### config.mk
export PLATFORM = sky130hd
export DESIGN_NAME = fp_div_d_seq
export DESIGN_NICKNAME = d
export VERILOG_FILES = /design/src/rtl/fp_div_d_seq.sv
export SDC_FILE = /design/constraint.sdc
export NUM_CORES = 1
export LEC_CHECK = 0
export ABC_CLOCK_PERIOD_IN_PS = 3200
export CAP_MARGIN = 20
export CORE_AREA = 2 2 159 161
export DETAILED_ROUTE_END_ITERATION = 10
export DIE_AREA = 0 0 161 163
export MAX_ROUTING_LAYER = met4
export PLACE_DENSITY = 0.69
export SYNTH_ARGS = -nofsm -noshare
export SYNTH_HDL_FRONTEND = slang
export SYNTH_SLANG_ARGS = --single-unit
### constraint.sdc
create_clock -name clk -period 3.2 [get_ports clk]
set_input_delay 0.64 -clock clk [delete_from_list [all_inputs] [get_ports clk]]
set_output_delay 0.64 -clock clk [all_outputs]
set_load 0.01 [all_outputs]
### src/rtl/fp_div_d_seq.sv
// Multicycle sequencer around a combinational binary64 divider.
// Registers operands onto the divider, waits LATENCY cycles, captures the
// quotient with RISC-V fflags and hands it to writeback over valid/ready.
// Optional: define FP_DIV_D_SEQ_FASTSPECIAL_EN to finish NaN/inf/zero
// operand pairs after a single wait cycle.
module fp_div_d_seq #(
  parameter int LATENCY = 4,
  parameter int TAG_W   = 5
) (
  input  logic             clk,
  input  logic             rst_n,
  input  logic             flush,
  input  logic             in_valid,
  output logic             in_ready,
  input  logic [63:0]      in_a,
  input  logic [63:0]      in_b,
  input  logic [TAG_W-1:0] in_tag,
  output logic [63:0]      div_a,
  output logic [63:0]      div_b,
  input  logic [63:0]      div_result,
  output logic             out_valid,
  input  logic             out_ready,
  output logic [63:0]      out_result,
  output logic [4:0]       out_fflags,
  output logic [TAG_W-1:0] out_tag,
  output logic             busy
);

  if (LATENCY < 1 || LATENCY > 15) begin : g_bad_latency
    $fatal(1, "fp_div_d_seq: LATENCY must be in 1..15");
  end

  localparam logic [1:0] ST_IDLE = 2'd0;
  localparam logic [1:0] ST_BUSY = 2'd1;
  localparam logic [1:0] ST_DONE = 2'd2;

  localparam logic [3:0] CNT_INIT = 4'(LATENCY - 1);
  localparam logic [10:0] EXP_MAX = 11'h7FF;

  logic [1:0]       state_q, state_d;
  logic [3:0]       cnt_q, cnt_d;
  logic [63:0]      div_a_q, div_a_d;
  logic [63:0]      div_b_q, div_b_d;
  logic [63:0]      res_q, res_d;
  logic [4:0]       flags_q, flags_d;
  logic [TAG_W-1:0] tag_q, tag_d;

  // Field extraction for flag derivation
  logic [10:0] a_exp, b_exp, q_exp;
  logic [51:0] a_frac, b_frac, q_frac;
  logic        unused_q_sign;

  assign a_exp  = div_a_q[62:52];
  assign a_frac = div_a_q[51:0];
  assign b_exp  = div_b_q[62:52];
  assign b_frac = div_b_q[51:0];
  assign q_exp  = div_result[62:52];
  assign q_frac = div_result[51:0];
  assign unused_q_sign = div_result[63];

  logic a_zero, a_inf, a_nan, a_snan, a_fin;
  logic b_zero, b_inf, b_nan, b_snan, b_fin;
  logic q_zero;

  assign a_zero = (a_exp == 11'd0) && (a_frac == 52'd0);
  assign a_inf  = (a_exp == EXP_MAX) && (a_frac == 52'd0);
  assign a_nan  = (a_exp == EXP_MAX) && (a_frac != 52'd0);
  assign a_snan = a_nan && !a_frac[51];
  assign a_fin  = (a_exp != EXP_MAX);

  assign b_zero = (b_exp == 11'd0) && (b_frac == 52'd0);
  assign b_inf  = (b_exp == EXP_MAX) && (b_frac == 52'd0);
  assign b_nan  = (b_exp == EXP_MAX) && (b_frac != 52'd0);
  assign b_snan = b_nan && !b_frac[51];
  assign b_fin  = (b_exp != EXP_MAX);

  assign q_zero = (q_exp == 11'd0) && (q_frac == 52'd0);

  logic flag_nv, flag_dz, flag_of, flag_uf;
  logic [4:0] fflags_c;

  // Inexact is only reported for overflow/underflow; truncation is not detected
  assign flag_nv  = a_snan || b_snan || (a_zero && b_zero) || (a_inf && b_inf);
  assign flag_dz  = b_zero && a_fin && !a_zero;
  assign flag_of  = a_fin && b_fin && !b_zero && (q_exp == EXP_MAX);
  assign flag_uf  = a_fin && !a_zero && b_fin && !b_zero && q_zero;
  assign fflags_c = {flag_nv, flag_dz, flag_of, flag_uf, flag_of | flag_uf};

`ifdef FP_DIV_D_SEQ_FASTSPECIAL_EN
  // NaN, infinity or zero operands make the quotient trivial for the divider
  logic in_special;
  assign in_special = (in_a[62:52] == EXP_MAX) || (in_a[62:0] == 63'd0) ||
                      (in_b[62:52] == EXP_MAX) || (in_b[62:0] == 63'd0);
`endif

  assign in_ready = (state_q == ST_IDLE) && !flush;

  // Next-state: accept in IDLE, count down in BUSY, hand off in DONE
  always_comb begin
    state_d = state_q;
    cnt_d   = cnt_q;
    div_a_d = div_a_q;
    div_b_d = div_b_q;
    res_d   = res_q;
    flags_d = flags_q;
    tag_d   = tag_q;
    if (flush) begin
      // Kill control only; data registers keep their last contents
      state_d = ST_IDLE;
    end else begin
      case (state_q)
        ST_IDLE: begin
          if (in_valid) begin
            state_d = ST_BUSY;
            div_a_d = in_a;
            div_b_d = in_b;
            tag_d   = in_tag;
`ifdef FP_DIV_D_SEQ_FASTSPECIAL_EN
            cnt_d   = in_special ? 4'd0 : CNT_INIT;
`else
            cnt_d   = CNT_INIT;
`endif
          end
        end
        ST_BUSY: begin
          if (cnt_q == 4'd0) begin
            res_d   = div_result;
            flags_d = fflags_c;
            state_d = ST_DONE;
          end else begin
            cnt_d = cnt_q - 4'd1;
          end
        end
        ST_DONE: begin
          if (out_ready) begin
            state_d = ST_IDLE;
          end
        end
        default: state_d = ST_IDLE;
      endcase
    end
  end

  // State and datapath registers with asynchronous clear
  always_ff @(posedge clk or negedge rst_n) begin
    if (!rst_n) begin
      state_q <= ST_IDLE;
      cnt_q   <= 4'd0;
      div_a_q <= 64'd0;
      div_b_q <= 64'd0;
      res_q   <= 64'd0;
      flags_q <= 5'd0;
      tag_q   <= '0;
    end else begin
      state_q <= state_d;
      cnt_q   <= cnt_d;
      div_a_q <= div_a_d;
      div_b_q <= div_b_d;
      res_q   <= res_d;
      flags_q <= flags_d;
      tag_q   <= tag_d;
    end
  end

  assign div_a      = div_a_q;
  assign div_b      = div_b_q;
  assign out_valid  = (state_q == ST_DONE);
  assign out_result = res_q;
  assign out_fflags = flags_q;
  assign out_tag    = tag_q;
  assign busy       = (state_q != ST_IDLE);

endmodule
## Word level (Yosys, flattened, before mapping)

Cells that the tools add are included.
W data, S select, Z words.

| storage, ports and cells | value |
|---|---|
| RAM bits | 0 |
| output and inout bits | 205 |
| bits in latches | 0 |
| memories kept | 0 |
| register bits after elaboration | 208 |
| memory bits (read-only) | 0 |

| operators by class | value |
|---|---|
| $mul | 0 |
| reduce and logical (&&, ||, !) cells | 45 |
| add/subtract/negate cells | 1 |
| order comparisons | 0 |
| bitwise gates (word level) | 2 |
| shifts and indexed selects | 0 |
| divide/modulo/power cells | 0 |
| eq/ne operators | 12 |
| muxes and demuxes | 8 |

Operators by type and width:

| cell | count |
|---|---|
| $logic_not A52 Y1 | 3 |
| $reduce_bool A52 Y1 | 2 |
| $eq A11 B11 Y1 const B | 3 |
| $logic_not A11 Y1 | 3 |
| $ne A11 B11 Y1 const B | 2 |
| $logic_and A1 B1 Y1 | 21 |
| $reduce_and A3 Y1 | 3 |
| $mux W2 | 4 |
| $mux W4 | 2 |
| $pmux W4 S2 | 1 |
| $ne A3 B3 Y1 const B | 2 |
| $pmux W2 S3 | 1 |
| $logic_not A1 Y1 | 5 |
| $logic_not A4 Y1 | 1 |
| $ne A2 B2 Y1 const B | 2 |
| $reduce_and A4 Y1 | 1 |
| $reduce_bool A2 Y1 | 2 |
| $sub A4 B1 Y4 const B | 1 |
| $logic_or A1 B1 Y1 | 3 |
| $ne A3 B2 Y1 const B | 1 |
| $eq A2 B1 Y1 const B | 1 |
| $eq A2 B2 Y1 const B | 1 |
| $logic_not A2 Y1 | 1 |
| $not A1 Y1 | 1 |
| $or A1 B1 Y1 | 1 |

## Depth between registers and ports, before layout

Gate-level depths: netlist of run 1.

| logic depth | value |
|---|---|
| depth after elaboration | 8 |
| depth in mapped cells | 9 |

## Least setup slack after synthesis of run 1

No wires, ideal clock.

| path | value |
|---|---|
| path kind | in2reg |
| from | input flush |
| to | register div_b_q[22], in the netlist div_b[22] |
| path slack | 1138 ps |
| library setup time | 128 ps |
| required time | 3072 ps |
| stages | 6 |
| arrival time | 1935 ps |
| cell sequence | nor3_1 and2_1 buf_2 buf_6 buf_4 mux2_1 |

| between the ends | value |
|---|---|
| longest elaborated chain between the ends | 2 |

RTL lines:

| item | line | source |
|---|---|---|
| from (decl) | 12 | `input logic flush,` |
| $not A1 Y1 (no line) | - |  |
| $reduce_and A3 Y1 (no line) | - |  |
| to (signal assigned) | 158 | `div_b_q <= div_b_d;` |
| to (decl) | 43 | `logic [63:0] div_b_q, div_b_d;` |

No other way between the ends.
A chain may end at the register's enable or synchronous reset.

## Worst setup path in the final report of run 1

| path | value |
|---|---|
| from | input flush |
| to | output in_ready |

| between the ends | value |
|---|---|
| longest elaborated chain between the ends | 2 |

RTL lines:

| item | line | source |
|---|---|---|
| $logic_not A1 Y1 | 96 | `assign in_ready = (state_q == ST_IDLE) && !flush;` |
| $logic_and A1 B1 Y1 | 96 |  |
| to (decl) | 14 | `output logic in_ready,` |

No other way between the ends.

==> impl_metrics.json, run 1 <==
{
  "antenna_found_initial": 1,
  "pwr-share-clk_pct": 28.2,
  "dp_cells": 1401,
  "setup_violations": 0,
  "synth_seq_cells": 208,
  "hold_viol": 0,
  "ff_latch_area_mm2": 0.00520,
  "clk_path_buf_depth": 3,
  "routedWlPerCell_um": 18.9,
  "multi_input_area_mm2": 0.00300,
  "boundaryPins": 407,
  "fmax_ghz": 0.373,
  "critPathMaxFanout": 4,
  "fin_crit_ns": 2.68,
  "timing.final.crit_share_pct": 83.9,
  "grt_pass1_vias": 7222,
  "post_cts_buffers": 0,
  "first_iter_violations": 256,
  "switching_share_pct": 28.8,
  "synthesis.instances": 684,
  "dr.pass1.iters": 5,
  "leakage_nw": 5.81,
  "layout_common_cells": "clkdlybuf4s50_1 (405), dfrtp_1 (208), nand2_1 (205)",
  "worst_slack_ns": 0.517,
  "yosys.area_share.adder_pct": 0.299,
  "drt_wl_total_um": 27300,
  "grt_max_degree": 69,
  "status": "finished clean",
  "cp-start-kind": "primary input",
  "finish.utilization_pct": 55.1,
  "numCtsBuffers": 23,
  "yosysWarnings": 0,
  "dieArea_mm2": 0.0262,
  "drv_slew": 0,
  "final_cells": 1444,
  "relSlewSlack_pct": 50.2,
  "power_switching_mw": 2.78,
  "synth.avg_cell_area_um2": 12.2,
  "gr-total-overflow": 0,
  "core_mm2": 0.0247,
  "root_buffer": "clkbuf_16",
  "internal_power_mw": 6.88,
  "placementRows": 58,
  "power.total_mw": 9.66,
  "numClockSinks": 208,
  "start_util_pct": 33.9,
  "fin_setup_tns_ns": 0,
  "synth_nets": 888,
  "gp_congestion": 0.916,
  "final_cell_area_mm2": 0.0136,
  "combPwrFrac_pct": 31.5,
  "dr_total_vias": 6866,
  "synth_xor_area_share_pct": 0.210,
  "finalClockSkew_ns": 0.0170,
  "crit_required_ns": 2.56,
  "drive_above_1_share_pct": 13.1,
  "h-tree-depth": 1,
  "tightest_slew_ns": 0.748,
  "cts_tree": "done",
  "hold_buffers": 0,
  "path_class": "primary input to output pin",
  "ir_worst_vdd_mv": 0.426,
  "crit_arrival_ns": 2.04,
  "grt_use_total_pct": 21.0,
  "syn_to_final_growth_pct": 62.8,
  "synthSimpleGateAreaFrac_pct": 16.1,
  "dp_hpwl_um": 20600,
  "synth.area.mux_share_pct": 17.9,
  "fill_cells": 2173,
  "ys_seq_area_share_pct": 62.3,
  "sequentialPowerShare_pct": 40.3,
  "synth_compound_area_share_pct": 1.21,
  "dieWidth_um": 161,
  "rsz0062_at_grt": "false",
  "synth_top_family_by_area": "multiplexers",
  "ys_types": 35,
  "clk_latency_ns": 0.52,
  "syn_area_mm2": 0.00836,
  "avgViaCountPerCell": 4.75,
  "ant_nets": 0,
  "endpoint_kind": "output pin",
  "cts_resized": 0,
  "cts.clk_slew.worst_paths_ns": 0.06,
  "io_buffers": 406,
  "drc": 0,
  "die_h_um": 163,
  "layout.nets": 1300,
  "min_path_type": "primary input to asynchronous set/reset pin",
  "pre_cts_ws_ns": 0.484,
  "final_common_cell": "clkdlybuf4s50_1",
  "holdWs_ns": 0.130,
  "drv_cap": 0,
  "power_per_cell_area_mw_per_mm2": 710,
  "placed_area_mm2": 0.0128,
  "grt_pass1_wl_um": 41400
}
[cell families (layout without fill, tap and decap cells)]
logic type,count (synthesis),after routing
AND/OR/NAND/NOR,296,296
flip-flops,208,208
multiplexers,133,133
buffers and inverters,32,461
AO/OA/AOI/OAI,11,11
adder cells (fa/ha/maj),2,2
XOR/XNOR,2,2
other,0,1
[worst max-delay path: stages]
cell	delay, ns
clkdlybuf4s50_1	0.50
nor3_1	0.31
clkdlybuf4s50_1	0.59
[registers in the layout, summed over array words and instances (netlist names)]
register / count
out_result: 64
div_a: 64
out_fflags: 5
state_q: 2
out_tag: 5
div_b: 64
cnt_q: 4
[power groups by stage]
| stage | clock, mW | sequential (mW) | combinational [mW] |
|---|---|---|---|
| final | 2.73 | 3.89 | 3.04 |
| after global routing | 2.93 | 4.00 | 3.28 |
| after global placement | 0 | 3.91 | 3.04 |
| after CTS | 2.81 | 3.90 | 3.09 |
| after floorplan | 0 | 4.20 | 0.699 |
| after detailed placement | 0 | 3.93 | 3.07 |
[cell type report]
class,instances,area share (%)
inverter,3,0.0828
timing repair buffer,416,30.8
tap,330,3.04
antenna,1,0.0184
clock inverter,6,0.644
clock buffer,36,5.11
multi-input combinational,444,22.0
sequential,208,38.3
[path summary, 6_finish.rpt]
path	startpoint	to	slack, ns	cells past startpoint
max in group asynchronous	rst_n	div_a[18]$_DFFE_PN0P_	2.27	2
hold / removal	rst_n	cnt_q[0]$_DFFE_PN0P_	0.13	1
hold reg to reg	out_fflags[1]$_DFFE_PN0P_	out_fflags[1]$_DFFE_PN0P_	0.47	2
setup reg to reg	div_a[17]$_DFFE_PN0P_	out_fflags[4]$_DFFE_PN0P_	0.98	6
min in group clk	out_fflags[1]$_DFFE_PN0P_	out_fflags[1]$_DFFE_PN0P_	0.47	2
setup / recovery	flush	in_ready	0.52	3
[per-layer routing]
metal / routed length [um] / up-vias / track usage [%]
met5: 0 / - / -
met2: 13600 / 291 / 36.0
met3: 2520 / 50 / 6.57
li1: - / 3207 / -
met4: 791 / 0 / 6.45
met1: 10400 / 3318 / 23.7
[cell usage after synthesis (all sizes together)]
cell / n / area, um2
dfrtp: 208 / 5200
nand2: 205 / 769
mux2: 133 / 1500
nor4: 49 / 334
buf: 19 / 115
nand4: 17 / 106
clkbuf: 10 / 37.5
nor2: 6 / 22.5
nor3: 6 / 30.0
nand3: 5 / 25.0
inv: 3 / 11.3
and2: 2 / 12.5
ha: 2 / 25.0
nand2b: 2 / 12.5
o21ai: 2 / 10.0
xor2: 2 / 17.5
a2111oi: 1 / 27.5
a211oi: 1 / 7.51
a21o: 1 / 7.51
a21oi: 1 / 5.00
a32o: 1 / 10.0
a32oi: 1 / 8.76
nand4b: 1 / 8.76
nor2b: 1 / 6.26
nor3b: 1 / 12.5
o21a: 1 / 7.51
o221ai: 1 / 8.76
o22a: 1 / 8.76
or2: 1 / 6.26
(Power assumes the default switching activity.)
==> run 2: changes to the inputs <==
ABC_CLOCK_PERIOD_IN_PS = 2790   (was 3200)
CORE_AREA = 2 2 160 162   (was 2 2 159 161)
DIE_AREA = 0 0 162 164   (was 0 0 161 163)
clock period = 2.79 ns   (was 3.2 ns; I/O delays follow)
==> impl_metrics.json, run 2 (synthesis gave the netlist of run 1 again) <==
{
  "status": "finished clean",
  "io_buffers": 406,
  "hold_buffers": 0,
  "dieArea_mm2": 0.0266,
  "antenna_found_initial": 0,
  "cts.clk_slew.worst_paths_ns": 0.06,
  "critical_path_buf_inv_count": 2,
  "grt_max_degree": 70,
  "gp_congestion": 0.829,
  "fin_setup_tns_ns": 0,
  "clk_latency_ns": 0.52,
  "placementRows": 58,
  "final_cell_area_mm2": 0.0137,
  "dp_hpwl_um": 21200,
  "relSlewSlack_pct": 59.6,
  "worst_slack_ns": 0.272,
  "pre_cts_ws_ns": 0.0611,
  "numClockSinks": 208,
  "setup_violations": 0,
  "syn_to_final_growth_pct": 64.5,
  "grt_pass1_wl_um": 41800,
  "min_path_type": "primary input to asynchronous set/reset pin",
  "endpoint_kind": "output pin",
  "start_util_pct": 33.7,
  "post_cts_buffers": 0,
  "crit_required_ns": 2.23,
  "rsz0062_at_grt": "false",
  "antenna_cells": 0,
  "final_common_cell": "clkdlybuf4s50_1",
  "root_buffer": "clkbuf_16",
  "finalClockSkew_ns": 0.0228,
  "dr.pass1.iters": 6,
  "numCtsBuffers": 24,
  "placed_area_mm2": 0.0129,
  "boundaryPins": 407,
  "dr_total_vias": 6967,
  "critPathMaxStageDelay_ns": 0.60,
  "power.total_mw": 11.2,
  "drc": 0,
  "ff_latch_area_mm2": 0.00520,
  "crit_family": "buffers and inverters",
  "timing.final.crit_share_pct": 90.3,
  "drt_wl_total_um": 28000,
  "routedWlPerCell_um": 19.3,
  "fill_cells": 2161,
  "slowest_stage": "clkdlybuf4s50_1",
  "ir_worst_vdd_mv": 0.525,
  "cp_common_cell": "clkdlybuf4s50_1",
  "path_class": "primary input to output pin",
  "first_iter_violations": 358,
  "tightest_slew_ns": 0.606,
  "hold_viol": 0,
  "fmax_ghz": 0.397,
  "die_h_um": 164,
  "critPathMaxFanout": 4,
  "fin_crit_ns": 2.52,
  "gr-total-overflow": 0,
  "power_per_cell_area_mw_per_mm2": 815,
  "clk_path_buf_depth": 3,
  "drv_cap": 0,
  "ant_nets": 0,
  "crit_arrival_ns": 1.96,
  "grt_use_total_pct": 21.0,
  "drv_slew": 0,
  "leakage_nw": 5.89,
  "drive_above_1_share_pct": 14.4,
  "layout.nets": 1312,
  "layout_common_cells": "clkdlybuf4s50_1 (405), dfrtp_1 (208), nand2_1 (205)",
  "avgViaCountPerCell": 4.79,
  "cp-start-kind": "primary input",
  "multi_input_area_mm2": 0.00300,
  "grt_pass1_vias": 7234,
  "h-tree-depth": 1,
  "cts_resized": 0,
  "dieWidth_um": 162,
  "path_cells": "clkdlybuf4s50_1 -> nor3_1 -> clkdlybuf4s50_1",
  "cts_tree": "done",
  "core_mm2": 0.0248
}
## run 2: layer usage
layer	track usage [%]	part of all wire, %	vias up
met5	-	0	-
met4	5.79	2.3	0
met3	6.79	9.6	40
met2	35.8	50	310
met1	23.8	38	3388
li1	-	-	3229
## run 2: final cells by class
cell class              count  share of cell area, %
clock buffers              28                   4.70
clock inverters            14                   1.20
inverters                   3                 0.0819
multi-input cells         444                   21.8
flip-flops and latches    208                   37.9
well taps                 330                   3.00
repair buffers            427                   31.4
## run 2: path summary, 6_finish.rpt
kind                                             from  cells past startpoint                         end  slack [ns]
min in group clk           out_result[13]$_DFFE_PN0P_                      2  out_result[13]$_DFFE_PN0P_        0.47
max in group asynchronous                       rst_n                      2  out_result[25]$_DFFE_PN0P_        2.01
max reg2reg                      div_a[1]$_DFFE_PN0P_                      6   out_fflags[4]$_DFFE_PN0P_        0.56
min                                             rst_n                      1  out_result[63]$_DFFE_PN0P_        0.04
max                                             flush                      3                    in_ready        0.27
min reg2reg                out_result[13]$_DFFE_PN0P_                      2  out_result[13]$_DFFE_PN0P_        0.47
## run 2: worst reg2reg max path: stages (launching register included)
cell and delay (ns):
dfrtp_1 0.39, nor4_1 0.39, nand4_1 0.23, nor4_2 0.44, nand4_1 0.28, o221ai_1 0.26, o22a_1 0.16
## run 2: per-stage QoR
step	hold slack (ns)	utilization (%)	std cells
after floorplan	0.262	-	684
after global placement	0.450	52.1	1412
after detailed placement	0.461	52.1	1412
after CTS	0.0440	55.4	1454
after global routing	0.0660	55.4	1454
final	0.0396	55.4	1454
## run 2: where the power goes
part	total, mW	switching (mW)	internal [mW]
clock network	3.20	1.26	1.93
logic	3.53	1.38	2.14
registers	4.48	0.620	3.86
==> run 3: changes to the inputs <==
CORE_AREA = 4 4 157 159   (was 2 2 160 162)
DIE_AREA = 0 0 161 163   (was 0 0 162 164)
PLACE_DENSITY = 0.72   (was 0.69)
==> impl_metrics.json, run 3 (synthesis gave the netlist of run 1 again) <==
{
  "h-tree-depth": 1,
  "drv_slew": 0,
  "crit_arrival_ns": 1.89,
  "cts.clk_slew.worst_paths_ns": 0.06,
  "layout.nets": 1308,
  "grt_pass1_vias": 7697,
  "routedWlPerCell_um": 20.1,
  "slowest_stage": "clkdlybuf4s50_1",
  "crit_required_ns": 2.23,
  "boundaryPins": 407,
  "power_per_cell_area_mw_per_mm2": 823,
  "hold_viol": 0,
  "clk_latency_ns": 0.52,
  "ir_worst_vdd_mv": 0.514,
  "critPathMaxStageDelay_ns": 0.62,
  "dp_hpwl_um": 22100,
  "cts_tree": "done",
  "dieArea_mm2": 0.0262,
  "finalClockSkew_ns": 0.0206,
  "r2r_cells": 6,
  "reg2reg_slack_ns": 0.66,
  "ant_nets": 0,
  "drv_cap": 0,
  "finish.utilization_pct": 58.9,
  "numClockSinks": 208,
  "root_buffer": "clkbuf_16",
  "timing.final.crit_share_pct": 87.7,
  "io_buffers": 406,
  "reg2reg_to": "out_fflags[4]$_DFFE_PN0P_",
  "power.total_mw": 11.3,
  "tightest_slew_ns": 0.788,
  "syn_to_final_growth_pct": 63.9,
  "dieWidth_um": 161,
  "relSlewSlack_pct": 47.0,
  "rsz0062_at_grt": "false",
  "dr_total_vias": 6984,
  "final_common_cell": "clkdlybuf4s50_1",
  "die_h_um": 163,
  "cts_resized": 0,
  "fmax_ghz": 0.409,
  "first_iter_violations": 294,
  "start_util_pct": 35.9,
  "fin_crit_ns": 2.45,
  "hold_buffers": 0,
  "placed_area_mm2": 0.0129,
  "core_mm2": 0.0233,
  "gp_congestion": 0.872,
  "path_cells": "nor3_1 -> clkdlybuf4s50_1",
  "dr.pass1.iters": 4,
  "antenna_found_initial": 0,
  "layout_common_cells": "clkdlybuf4s50_1 (405), dfrtp_1 (208), nand2_1 (205)",
  "path_class": "flip-flop to output pin",
  "clk_path_buf_depth": 3,
  "drt_wl_total_um": 28900,
  "status": "finished clean",
  "grt_pass1_wl_um": 44100,
  "final_cell_area_mm2": 0.0137,
  "avgViaCountPerCell": 4.84,
  "gr-total-overflow": 0,
  "drc": 0,
  "setup_violations": 0,
  "fin_setup_tns_ns": 0,
  "reg2reg_from": "div_a[14]$_DFFE_PN0P_",
  "critPathMaxFanout": 6,
  "cp-start-kind": "flip-flop",
  "grt_use_total_pct": 22.1,
  "grt_max_degree": 71,
  "post_cts_buffers": 0,
  "drive_above_1_share_pct": 13.9,
  "endpoint_kind": "output pin",
  "leakage_nw": 5.87,
  "min_path_type": "primary input to asynchronous set/reset pin",
  "numCtsBuffers": 24,
  "pre_cts_ws_ns": 0.290,
  "placementRows": 56,
  "worst_slack_ns": 0.344
}
==> run 3: changes by cell type in the layout (fill, tap and decap cells not counted) <==
cell	previous run	this run
inv_6	0	1
buf_12	7	5
clkbuf_1	1	5
clkbuf_8	4	5
buf_4	14	12
clkinvlp_4	2	0
diode_2	0	1
inv_8	0	1
clkinv_4	1	0
clkinv_2	7	5
==> run 3: critical path: cells and delay by family (launching register included) <==
family,cells,cell delay (ns)
buf+inv,1,0.62
flops,1,0.45
simple gates,1,0.29
==> run 3: area by class of cell <==
class,count,area (um2)
antenna,1,2.50
clock buffer,33,674
clock inverter,11,151
fill,1978,9570
inverter,3,11.3
multi-input combinational,444,3000
sequential,208,5200
tap,319,399
timing repair buffer,423,4260
==> run 3: how the worst max path moves through the flow <==
stage,from,end,slack [ns],cells past startpoint
global route,state_q[1]$_DFFE_PN0P_,in_ready,0.23,2
CTS,state_q[0]$_DFFE_PN0P_,in_ready,0.30,2
finish,state_q[1]$_DFFE_PN0P_,in_ready,0.34,2
detailed placement,div_result[21],out_fflags[1]$_DFFE_PN0P_,0.29,6
floorplan,flush,div_b[22]$_DFFE_PN0P_,0.81,6
global placement,div_result[26],out_fflags[1]$_DFFE_PN0P_,0.25,6
==> run 3: routing by layer <==
| layer | vias up | part of all wire (%) | track usage, % |
|---|---|---|---|
| met2 | 336 | 51 | 38.9 |
| met1 | 3379 | 37 | 24.2 |
| met4 | 0 | 2.4 | 5.58 |
| met5 | - | 0 | - |
| li1 | 3230 | - | - |
| met3 | 39 | 9.6 | 7.64 |
==> run 3: metrics by stage <==
stage               hold slack (ns)  instances
global route                 0.0854       1441
floorplan                     0.262        684
CTS                          0.0581       1441
global placement              0.456       1397
finish                       0.0478       1442
detailed placement            0.461       1397
==> run 3: power by group <==
group          total (mW)  leakage (nW)  internal [mW]  switching (mW)
registers            4.48          2.57           3.86           0.615
clock network        3.25         0.410           1.98            1.27
logic                3.54          2.89           2.14            1.40
total                11.3          5.87           7.98            3.29
==> RTL change 1: new RTL, flow settings as in run 1 <==
Take the reset off `res_q` and `tag_q` and load them in a clocked block of their own.
--- a/src/rtl/fp_div_d_seq.sv
+++ b/src/rtl/fp_div_d_seq.sv
@@ -148,18 +148,19 @@
       cnt_q   <= 4'd0;
       div_a_q <= 64'd0;
       div_b_q <= 64'd0;
-      res_q   <= 64'd0;
       flags_q <= 5'd0;
-      tag_q   <= '0;
     end else begin
       state_q <= state_d;
       cnt_q   <= cnt_d;
       div_a_q <= div_a_d;
       div_b_q <= div_b_d;
-      res_q   <= res_d;
       flags_q <= flags_d;
-      tag_q   <= tag_d;
     end
+  end
+
+  always_ff @(posedge clk) begin
+    res_q <= res_d;
+    tag_q <= tag_d;
   end
 
   assign div_a      = div_a_q;
Behaviour: not the same (Yosys sat finds a counterexample within 4 cycles, from zero or initial values and one cycle with rst_n low).
==> RTL change 1 against run 1 <==
  * Worst hold slack got worse by 0.045 ns
  * Sequential cell count unchanged
  * Area after synthesis fell by 6.5%
  * Utilization fell by 2.2 points
  * Wire length shrank 10%
  * Global-route usage is 2.3 points lower
  * Clock skew decreased by 0.012 ns
  * Total power fell by 12%
  * Final area shrank 3.9%
  * Setup slack improved by 0.095 ns
==> RTL change 1: results (changes against run 1) <==
| Metric | Value |
|---|---|
| Status | completed |
| Count of multi-input gates | 246 (-45%) |
| Cell Int Power | 6194 uW (-9.9%) |
| Syn_area_per_cell | 16.52 um^2 (+35%) |
| Flop pwr share | 0.437 (+0.034) |
| Setup Skew | 0.005531 ns (-0.01150 ns) |
| Crit path DAT | 1.95 ns (-0.09 ns) |
| Clock network area share | 0.05457 (-0.002921) |
| Setup WS pre-CTS | 0.5480 ns (+0.06431 ns) |
| 1st-iter DRT viols | 337 (+32%) |
| Fin Hold WS | 0.08479 ns (-0.04491 ns) |
| Later-pin clock latency in the skew report | 0.50 ns (-0.02 ns) |
| Fraction of area in registers | 0.4247 (+0.04203) |
| Seq_cells | 208 (unchanged) |
| Placed cells | 1205 (-14%) |
| First-pass GRT wire length | 36800 um (-11%) |
| Number of fillers in the final layout | 2129 (-2.0%) |
| GP Congestion | 0.8024 (-12%) |
| Synth Cell Area | 7816 um^2 (-6.5%) |
| Fin nets | 1104 (-15%) |
| Largest net degree at the start of global routing | 49 (-29%) |
| Ys async rst share | 0.6683 (-0.3317) |
| Pleak | 0.004950 uW (-15%) |
| Synth cell types | 28 (-20%) |
| Final-layout clock buffer total | 32 (-11%) |
| Most instantiated cells after synthesis | dfrtp_1 (139), mux2_2 (128), edfxtp_1 (69) |
| Antenna violations before repair | 0 (-1) |
| Post-synthesis sequential area ratio | 0.7101 (+0.08725) |
| Routed WL per cell | 19.73 um (+4.3%) |
| Critical R2R Capture | out_fflags[1] |
| Worst vdd ir | 0.4101 mV (-3.8%) |
| Sw Pwr | 2301 uW (-17%) |
| Final-layout non-clock buffer area share | 0.3212 (+0.01296) |
| Synth top area cells | dfrtp_1 (45%), edfxtp_1 (27%), mux2_2 (18%), nor4_1 (3.8%), nand4_1 (1.2%) |
| Final instance area | 13070 um^2 (-3.9%) |
| Worst slew pin tran | 0.6356 ns (-0.1120 ns) |
| Combinational power share | 0.267 (-0.048) |
| Footprint of the multi-input gates | 2180 um^2 (-27%) |
| Total placed instance area | 12360 um^2 (-3.6%) |
| First-pass iteration count of the detailed router | 4 (-1) |
| Reg2Reg Setup Slack | 0.89 ns (-0.09 ns) |
| Total GRT Usage | 0.1873 (-0.02307) |
| Number of synthesized flops with an enable pin | 69 (+69) |
| Syn nets | 677 (-24%) |
| Final WL | 24580 um (-10%) |
| Final worst path period share | 0.8088 (-0.02974) |
## RTL change 1: cell types whose count changed after synthesis, moves of 3 or more
| cell | delta |
|---|---|
| nor3_1 | +4 |
| dfrtp_1 | -69 |
| mux2_1 | -43 |
| clkbuf_1 | -9 |
| edfxtp_1 | +69 |
| mux2_2 | +38 |
| buf_4 | -3 |
| nand2_1 | -198 |
## RTL change 1: metal layers
metal | vias up | part of all wire | GRT usage
met3 | 41 | 0.083 | 0.05042
met4 | 0 | 0.022 | 0.04951
met5 | - | 0 | -
met1 | 2866 | 0.39 | 0.2203
met2 | 280 | 0.51 | 0.3194
li1 | 2677 | - | -
## RTL change 1: logic make-up after synthesis
family / synth area share
DFF: 0.7101
AOI/OAI and AO/OA: 0.009125
and+or+nand+nor: 0.07956
muxes: 0.1844
xor gates and xnor gates: 0.002241
adders and majority gates: 0.003201
buffers and inverters: 0.01136
==> RTL change 2: new RTL, config.mk and constraints of run 1 <==
Without the edit above. The parameter `TAG_W` goes from 5 to 4.
--- a/src/rtl/fp_div_d_seq.sv
+++ b/src/rtl/fp_div_d_seq.sv
@@ -5,7 +5,7 @@
 // operand pairs after a single wait cycle.
 module fp_div_d_seq #(
   parameter int LATENCY = 4,
-  parameter int TAG_W   = 5
+  parameter int TAG_W   = 4
 ) (
   input  logic             clk,
   input  logic             rst_n,
Ports: changed (resized in_tag and out_tag); port bits go from 407 to 405. No check against the original RTL was run, so the function may have changed too.
==> RTL change 2 against run 1 <==
  * Sequential cell count decreased by 1
  * Wire length rose by 0.78%
  * Synthesized cell count is 0.15% lower
  * Critical path type unchanged
  * Area after synthesis fell by 0.85%
  * Setup slack better by 0.032 ns
  * Critical endpoint unchanged
  * Sequential share of layout area down 0.18 points
  * Total power grew 7.6%
  * Final area hardly changed
==> RTL change 2: results (changes against run 1) <==
| Metric | Value |
|---|---|
| GP Congestion | 0.8527 (-6.9%) |
| Placed cells | 1400 (-0.071%) |
| Crit-path max FO | 3 (-1) |
| Antenna violations before repair | 0 (-1) |
| Setup Fix Bufs, Post-CTS | 0 (unchanged) |
| Layout cells sized above 1 | 0.1741 (+0.04297) |
| Port buffer count | 404 (-0.49%) |
| Num CTS Buffers | 24 (+4.3%) |
| Slew headroom | 0.4752 (-0.02633) |
| Post-detail-place hpwl | 20730 um (+0.76%) |
| Max incr delay on CP | 0.62 ns (+0.03 ns) |
| First-pass GRT wire length | 41510 um (+0.22%) |
| Syn nets | 886 (-0.23%) |
| Crit path DAT | 2.01 ns (-0.03 ns) |
| Yosys warns | 0 (unchanged) |
| Synth top area cells | dfrtp_1 (63%), mux2_2 (18%), nand2_1 (9.3%), nor4_1 (3.5%), nand4_1 (1.3%) |
| Worst path slowest cell | clkdlybuf4s50_1 |
| Syn_area_per_cell | 12.13 um^2 (-0.71%) |
| Top FF cell, synth | dfrtp_1 |
| Clock input transition at the sequential cells of the worst setup and hold paths | 0.06 ns (about the same) |
| Routed WL per cell | 19.05 um (+0.78%) |
| Ys async rst share | 1.000 (unchanged) |
| Setup Skew | 0.01165 ns (-0.005385 ns) |
| Synth cell types | 31 (-11%) |
| Final WL | 27510 um (+0.78%) |
| 1st-iter DRT viols | 350 (+37%) |
| Min-delay worst type | input pin to async pin |
| Pleak | 0.005795 uW (-0.21%) |
| First-pass iteration count of the detailed router | 5 (unchanged) |
| H-tree levels | 1 (unchanged) |
| Most instantiated cells after synthesis | dfrtp_1 (207), nand2_1 (205), mux2_2 (132) |
| Number of fillers in the final layout | 2180 (+0.32%) |
| Fin nets | 1299 (-0.077%) |
| Vias in the first global route | 7266 (+0.61%) |
| Cell family with most CP delay | buffers and inverters |
| Total number of vias | 6948 (+1.2%) |
| Setup violators final | 0 (unchanged) |
| Total GRT Usage | 0.2100 (-0.0003379) |
| Status | completed |
| Clk buf depth | 3 (unchanged) |
| Diodes inserted | 0 (-1) |
| Largest net degree at the start of global routing | 76 (+10%) |
| Post-synthesis sequential area ratio | 0.6252 (+0.002341) |
| Later-pin clock latency in the skew report | 0.51 ns |
| Worst vdd ir | 0.5357 mV (+26%) |
| Post-CTS Resized | 0 (unchanged) |
| Sw Pwr | 3099 uW (+11%) |
| Root Buffer | clkbuf_16 |
-- RTL change 2: cell families after synthesis --
kind of cell | after synthesis | synth area share
and+or+nand+nor | 298 | 0.1625
DFF | 207 | 0.6252
muxes | 132 | 0.1794
buffers and inverters | 32 | 0.01918
AOI/OAI and AO/OA | 10 | 0.008608
xor gates and xnor gates | 2 | 0.002115
adders and majority gates | 2 | 0.003020
-- RTL change 2: stage by stage --
stage	instance area (um^2)	util	total power, uW	worst slack, ns
2_1_floorplan	8285	-	5279	1.127
3_3_place_gp	12790	0.5184	7622	0.4425
3_5_place_dp	12790	0.5184	7684	0.4166
4_1_cts	13600	0.5512	10530	0.5067
5_1_grt	13600	0.5512	10970	0.4341
6_report	13600	0.5512	10400	0.5489
-- RTL change 2: worst paths after layout --
check / to / slack [ns] / cells after the start / startpoint
worst max-delay path: in_ready / 0.55 / 3 / flush
worst min-delay path: out_result[63] / 0.10 / 1 / rst_n
worst max register to register: out_fflags[4] / 0.92 / 6 / div_a[4]
worst min register to register: out_result[0] / 0.47 / 2 / out_result[0]
max in group asynchronous: div_b[14] / 2.34 / 2 / rst_n
min in group clk: out_result[0] / 0.47 / 2 / out_result[0]
-- RTL change 2: metal layers --
metal | part of all wire | vias up | routed length [um] | global-route usage
met2 | 0.49 | 303 | 13520 | 0.3498
met3 | 0.079 | 46 | 2180 | 0.05908
met1 | 0.40 | 3397 | 11000 | 0.2467
met5 | 0 | - | 0 | -
met4 | 0.029 | 0 | 811 | 0.06940
li1 | - | 3202 | - | -
-- RTL change 2: area by class of cell --
| type | instances | area, um^2 | area share |
|---|---|---|---|
| Sequential cell | 207 | 5180 | 0.3809 |
| Timing Repair Buffer | 417 | 4234 | 0.3113 |
| Multi-Input combinational cell | 444 | 2955 | 0.2173 |
| Clock buffer | 33 | 695.7 | 0.05115 |
| Tap cell | 330 | 412.9 | 0.03036 |
| Clock inverter | 11 | 113.9 | 0.008372 |
| Inverter | 2 | 7.507 | 0.0005520 |
-- RTL change 2: power groups by stage --
| stage | Sequential (uW) | Combinational (uW) | Clock [uW] |
|---|---|---|---|
| floorplan | 4410 | 873 | 0 |
| finish | 4100 | 3510 | 2780 |
| global route | 4230 | 3760 | 2980 |
| CTS | 4110 | 3560 | 2860 |
| detailed placement | 4150 | 3540 | 0 |
| global placement | 4120 | 3500 | 0 |
